[src/rtl/fp_sub_arbiter_if.sv]
// Requester-side bundle for the shared subtract arbiter: packed operand requests and one-hot result strobes.
interface fp_sub_arbiter_if #(
    parameter int unsigned NUM_REQ = 4,
    parameter int unsigned W       = 32
);
    logic [NUM_REQ-1:0]   req_valid;
    logic [NUM_REQ-1:0]   req_ready;
    logic [NUM_REQ*W-1:0] req_a;
    logic [NUM_REQ*W-1:0] req_b;
    logic [NUM_REQ-1:0]   resp_valid;
    logic [W-1:0]         resp_data;

    modport master (
        output req_valid, req_a, req_b,
        input  req_ready, resp_valid, resp_data
    );

    modport slave (
        input  req_valid, req_a, req_b,
        output req_ready, resp_valid, resp_data
    );
endinterface

[src/rtl/fp_sub_arbiter.sv]
// Round-robin sharing of one pipelined single-precision subtract unit among NUM_REQ requesters,
// with a tag pipeline for result routing and an enable/drain FSM for clean quiescing.
module fp_sub_arbiter #(
    parameter int unsigned NUM_REQ = 4,
    parameter int unsigned ID_W    = 2,
    parameter int unsigned W       = 32,
    parameter int unsigned SUB_LAT = 2
) (
    input  logic                 clk,
    input  logic                 rst,
    input  logic                 en,
    fp_sub_arbiter_if.slave      bus,
    output logic [W-1:0]         sub_a,
    output logic [W-1:0]         sub_b,
    input  logic [W-1:0]         sub_c,
    output logic [3:0]           inflight,
    output logic                 idle
);

    typedef enum logic [1:0] {IDLE, BUSY, DRAIN} state_t;

    state_t              state;
    logic [ID_W-1:0]     ptr;
    logic [ID_W-1:0]     win;
    logic                found;
    logic                grant_ok;
    logic                issue;
    logic                cap;
    logic [NUM_REQ-1:0]  ready_c;
    logic [W-1:0]        win_a;
    logic [W-1:0]        win_b;
    logic [3:0]          inflight_nxt;
    int unsigned         idx;
    logic [SUB_LAT-1:0]  tag_v;
    logic [ID_W-1:0]     tag_id [SUB_LAT];

    // Rotating priority search starting at ptr; grants blocked in reset, DRAIN, or when disabled.
    always_comb begin
        win      = '0;
        found    = 1'b0;
        idx      = 0;
        grant_ok = !rst && en && (state != DRAIN);
        for (int unsigned i = 0; i < NUM_REQ; i++) begin
            idx = (32'(ptr) + i) % NUM_REQ;
            if (!found && bus.req_valid[ID_W'(idx)]) begin
                found = 1'b1;
                win   = ID_W'(idx);
            end
        end
        ready_c = '0;
        if (grant_ok && found) begin
            ready_c[win] = 1'b1;
        end
        issue = grant_ok && found;
    end

    // Operand mux for the winning requester.
    always_comb begin
        win_a = '0;
        win_b = '0;
        for (int unsigned i = 0; i < NUM_REQ; i++) begin
            if (ID_W'(i) == win) begin
                win_a = bus.req_a[i*W +: W];
                win_b = bus.req_b[i*W +: W];
            end
        end
    end

    // Issue and capture on the same edge cancel out.
    always_comb begin
        cap          = tag_v[SUB_LAT-1];
        inflight_nxt = inflight;
        if (issue && !cap) begin
            inflight_nxt = inflight + 4'd1;
        end else if (!issue && cap) begin
            inflight_nxt = inflight - 4'd1;
        end
    end

    assign bus.req_ready = ready_c;

    // Operand registers, rr pointer, tag pipeline and response registers.
    always_ff @(posedge clk) begin
        if (rst) begin
            sub_a          <= '0;
            sub_b          <= '0;
            ptr            <= '0;
            tag_v          <= '0;
            bus.resp_valid <= '0;
            bus.resp_data  <= '0;
            inflight       <= '0;
        end else begin
            if (issue) begin
                sub_a <= win_a;
                sub_b <= win_b;
                ptr   <= (win == ID_W'(NUM_REQ - 1)) ? '0 : win + ID_W'(1);
            end
            tag_v[0] <= issue;
            for (int unsigned i = 1; i < SUB_LAT; i++) begin
                tag_v[i] <= tag_v[i-1];
            end
            bus.resp_valid <= '0;
            if (cap) begin
                bus.resp_valid[tag_id[SUB_LAT-1]] <= 1'b1;
                bus.resp_data                     <= sub_c;
            end
            inflight <= inflight_nxt;
        end
    end

    // Tag ids are only meaningful alongside tag_v, so they need no reset.
    always_ff @(posedge clk) begin
        tag_id[0] <= win;
        for (int unsigned i = 1; i < SUB_LAT; i++) begin
            tag_id[i] <= tag_id[i-1];
        end
    end

    // Enable/drain FSM; idle is registered alongside the state.
    always_ff @(posedge clk) begin
        if (rst) begin
            state <= IDLE;
            idle  <= 1'b1;
        end else begin
            case (state)
                IDLE: begin
                    if (issue) begin
                        state <= BUSY;
                        idle  <= 1'b0;
                    end
                end
                BUSY: begin
                    if (inflight_nxt == 4'd0 && !issue) begin
                        state <= IDLE;
                        idle  <= 1'b1;
                    end else if (!en) begin
                        state <= DRAIN;
                        idle  <= 1'b0;
                    end
                end
                DRAIN: begin
                    if (inflight_nxt == 4'd0) begin
                        state <= IDLE;
                        idle  <= 1'b1;
                    end
                end
                default: begin
                    state <= IDLE;
                    idle  <= 1'b1;
                end
            endcase
        end
    end

endmodule
[src/flat_wrapper.sv]
// flat-port wrapper written by rule: the top's interface ports become plain ports
module fp_sub_arbiter_flat 
#(
    parameter int unsigned NUM_REQ = 4,
    parameter int unsigned ID_W    = 2,
    parameter int unsigned W       = 32,
    parameter int unsigned SUB_LAT = 2
)
  (clk, rst, en, sub_a, sub_b, sub_c, inflight, idle, bus_req_valid, bus_req_a, bus_req_b, bus_req_ready, bus_resp_valid, bus_resp_data);
  fp_sub_arbiter_if #(.NUM_REQ(NUM_REQ), .W(W)) bus_i ();
  input  logic clk;
  input  logic rst;
  input  logic en;
  output logic [W-1:0] sub_a;
  output logic [W-1:0] sub_b;
  input  logic [W-1:0] sub_c;
  output logic [3:0] inflight;
  output logic idle;
  input wire logic [$bits(bus_i.req_valid)-1:0] bus_req_valid;
  input wire logic [$bits(bus_i.req_a)-1:0] bus_req_a;
  input wire logic [$bits(bus_i.req_b)-1:0] bus_req_b;
  output wire logic [$bits(bus_i.req_ready)-1:0] bus_req_ready;
  output wire logic [$bits(bus_i.resp_valid)-1:0] bus_resp_valid;
  output wire logic [$bits(bus_i.resp_data)-1:0] bus_resp_data;
  assign bus_i.req_valid = bus_req_valid;
  assign bus_i.req_a = bus_req_a;
  assign bus_i.req_b = bus_req_b;
  assign bus_req_ready = bus_i.req_ready;
  assign bus_resp_valid = bus_i.resp_valid;
  assign bus_resp_data = bus_i.resp_data;
  fp_sub_arbiter #(.NUM_REQ(NUM_REQ), .ID_W(ID_W), .W(W), .SUB_LAT(SUB_LAT)) u_core (.clk(clk), .rst(rst), .en(en), .bus(bus_i), .sub_a(sub_a), .sub_b(sub_b), .sub_c(sub_c), .inflight(inflight), .idle(idle));
endmodule
[config.mk]
export PLATFORM = sky130hd
export DESIGN_NAME = fp_sub_arbiter_flat
export DESIGN_NICKNAME = d
export VERILOG_FILES = /design/src/rtl/fp_sub_arbiter_if.sv /design/src/rtl/fp_sub_arbiter.sv /design/src/flat_wrapper.sv
export SDC_FILE = /design/constraint.sdc
export NUM_CORES = 1
export LEC_CHECK = 0
export BUFFER_PORTS_ARGS = -buffer_cell sky130_fd_sc_hd__buf_2
export CAP_MARGIN = 10
export CORE_AREA = 2 2 156 158
export DETAILED_ROUTE_END_ITERATION = 8
export DIE_AREA = 0 0 158 160
export GPL_ROUTABILITY_DRIVEN = 0
export PLACE_DENSITY = 0.54
export SLEW_MARGIN = 15
export SYNTH_ARGS = -nofsm -noshare
export SYNTH_HDL_FRONTEND = slang
export SYNTH_SLANG_ARGS = --single-unit
[constraint.sdc]
create_clock -name clk -period 2.84 [get_ports clk]
set_input_delay 0.284 -clock clk [delete_from_list [all_inputs] [get_ports clk]]
set_output_delay 0.284 -clock clk [all_outputs]
set_load 0.05 [all_outputs]
==> results.json <==
{
  "coreArea_sq_um": 23820,
  "fmax_mhz": 368.6,
  "grt_antenna_before_repair": 5,
  "final_layout_size_suffix_gt1_frac": 0.4633,
  "dp_hpwl_microns": 19080,
  "ys_seq_area_frac": 0.3383,
  "synth.distinct_cells": 49,
  "slew_violations": 0,
  "place_ws_ns": -0.01198,
  "crit_buf_inv": 3,
  "cp-end-kind": "output pin",
  "cts.sinks": 115,
  "syn_area_per_cell_sq_um": 8.539,
  "cts_tree": "done",
  "avgRoutedWirePerCell_microns": 17.86,
  "vias": 7473,
  "synth_seq_cells": 115,
  "root_buffer": "clkbuf_16",
  "period_share": 0.9553,
  "fin_hold_ws_ns": 0.09855,
  "port_buffers": 403,
  "synth_ff_type": "dfxtp_1",
  "firstDrtPassIters": 8,
  "synthArstFlopShare": 0,
  "clk_latency_ns": 0.42,
  "clk_pin_slew_worst_paths_ns": 0.07,
  "synth_cells": 797,
  "syn-cell-area_sq_um": 6805,
  "yosysWarnings": 0,
  "drtIter0Drc": 408,
  "tightest_slew_ns": 0.7988,
  "layout_commonest_cell": "buf_2",
  "grtUsageTotal": 0.2012,
  "num-nets-final": 1473,
  "cts_max_path_buffers": 2,
  "startpoint_type": "flip-flop",
  "fin_cells": 1514,
  "status": "finished clean",
  "arrival_ns": 2.43,
  "rows": 57,
  "die_w_microns": 158,
  "power.density_nw_per_um2": 602.0,
  "start_util": 0.2857,
  "dieArea_sq_um": 25280,
  "grt_pass1_vias": 7132,
  "io_pins": 404,
  "syn-num-nets": 1098,
  "p_leak_nw": 4.375,
  "htree_levels": 4,
  "path_max_fanout": 26,
  "drcViolationCount": 0,
  "vdd_drop_max_uv": 353.0,
  "cp_data_required_time_ns": 2.56,
  "area_growth_pct": 46.39,
  "hp-class": "input pin to flip-flop",
  "tns_ns": 0,
  "grt_pass1_wl_microns": 39010,
  "crit_chain": "a21oi_1 -> o21a_1 -> o22a_1 -> inv_1 -> ha_2 -> buf_12 -> and2_1 -> buf_2",
  "period_needed_ns": 2.713,
  "totalWireLength_microns": 27040,
  "maxCapViolations": 0,
  "grt_max_degree": 83,
  "slowest_delay_ns": 0.39,
  "finClkSkew_ns": 0.01226,
  "max-slew-margin-rel": 0.4675,
  "hold_viol_final": 0,
  "layout_common_cells": "401 x buf_2, 131 x nor2b_1, 113 x dfxtp_1",
  "antenna_left": 0,
  "slowest_stage": "dfxtp_2",
  "dieHeight_microns": 160,
  "placedCellCount": 1469,
  "setup_viol": 0,
  "setup_slack_ns": 0.1269,
  "grt_overflow": 0,
  "cp_top_family": "buffers and inverters",
  "critical_path_class": "flip-flop to output pin",
  "synth_edf_count": 0,
  "cts_made_buffers": 17,
  "via_per_inst": 4.936
}
-- worst min-delay path, cell delays in order --
cell and delay (ns):
buf_2 0.07, mux2i_1 0.06, nor2_1 0.07
-- flip-flops by register name, summed over array words and instances, names as in the netlist --
name                   count
u_core.ptr                 2
u_core.tag_v               2
u_core.idle                1
u_core.sub_b              32
u_core.state               2
u_core.sub_a              32
u_core.bus.resp_valid      4
u_core.bus.resp_data      32
u_core.tag_id              4
u_core.inflight            4
-- Yosys cell counts (2+ instances only) --
| master | count | area share |
|---|---|---|
| nand2b_1 | 3 | 0.0028 |
| nor4_1 | 2 | 0.0018 |
| mux2i_1 | 33 | 0.049 |
| ha_1 | 6 | 0.011 |
| nor2b_1 | 131 | 0.12 |
| o21ai_0 | 3 | 0.0022 |
| nor3_1 | 67 | 0.049 |
| nand3b_1 | 2 | 0.0022 |
| nand4b_1 | 2 | 0.0026 |
| a21oi_1 | 66 | 0.049 |
| buf_2 | 6 | 0.0044 |
| a211oi_2 | 63 | 0.12 |
| a211oi_1 | 5 | 0.0055 |
| and2_1 | 4 | 0.0037 |
| buf_1 | 6 | 0.0033 |
| nand2_1 | 4 | 0.0022 |
| clkbuf_1 | 62 | 0.034 |
| dfxtp_1 | 115 | 0.34 |
| a221oi_1 | 65 | 0.084 |
| nand4_1 | 2 | 0.0018 |
| xnor2_1 | 2 | 0.0026 |
| nor2_1 | 103 | 0.057 |
| nor3b_1 | 3 | 0.0033 |
| and3b_1 | 2 | 0.0026 |
| inv_1 | 8 | 0.0044 |
| or3_1 | 2 | 0.0018 |
| buf_6 | 8 | 0.013 |
-- stage by stage --
step	power, mW	util	instance area, sq um
final	5.998	0.4182	9962
after global routing	6.314	0.4182	9962
after CTS	6.034	0.4140	9862
after detailed placement	3.758	0.3853	9179
after global placement	3.746	0.3853	9179
after floorplan	3.131	-	6805
-- repair_timing --
item / 4_1_cts / 5_1_grt
gates resized for setup: 1 / 6
setup endpoints to repair: 3 / 9
hold buffers: 0 / 0
buffers inserted: 2 / 4
gates cloned: 1 / 1
pin swaps: 0 / 1
-- area by class of cell --
| cell class | count | area, sq um |
|---|---|---|
| timing repair buffer | 438 | 2446 |
| multi-input combinational | 591 | 4146 |
| clock buffer | 17 | 425.4 |
| inverter | 9 | 38.79 |
| tap | 324 | 405.4 |
| clock inverter | 15 | 182.7 |
| sequential | 115 | 2305 |
| antenna | 5 | 12.51 |
| fill | 2489 | 13860 |
-- where the power goes --
part	leakage [nW]	internal [mW]	switching [mW]
sequential	0.944	1.73	0.0692
combinational	3.14	0.768	1.25
clock	0.294	1.20	0.984
-- path summary, 6_finish.rpt --
| path | slack, ns | depth (start not counted) | to | startpoint |
|---|---|---|---|---|
| min | 0.1 | 3 | u_core.bus.resp_data[10] | sub_c[10] |
| max reg2reg | 0.24 | 12 | u_core.sub_a[1] | u_core.ptr[1] |
| max | 0.13 | 8 | bus_req_ready[0] | u_core.ptr[1] |
| min reg2reg | 0.33 | 0 | u_core.tag_id[0][3] | u_core.tag_id[0][1] |
-- cells by family after synthesis --
family | after synthesis | share of synthesized area
flip-flops | 115 | 0.3383
buffers and inverters | 91 | 0.06012
multiplexers | 33 | 0.04854
AO/OA/AOI/OAI | 215 | 0.2749
adder cells (fa/ha/maj) | 6 | 0.01103
XOR/XNOR | 2 | 0.002574
AND/OR/NAND/NOR | 335 | 0.2646
-- metal layers --
| metal | track usage | part of all wire | up-vias |
|---|---|---|---|
| li1 | - | - | 3660 |
| met3 | 0.06269 | 0.083 | 35 |
| met5 | 0 | 0 | - |
| met1 | 0.2280 | 0.41 | 3438 |
| met2 | 0.3589 | 0.49 | 340 |
| met4 | 0.05938 | 0.016 | 0 |
Power figures use the tool's default switching activity.
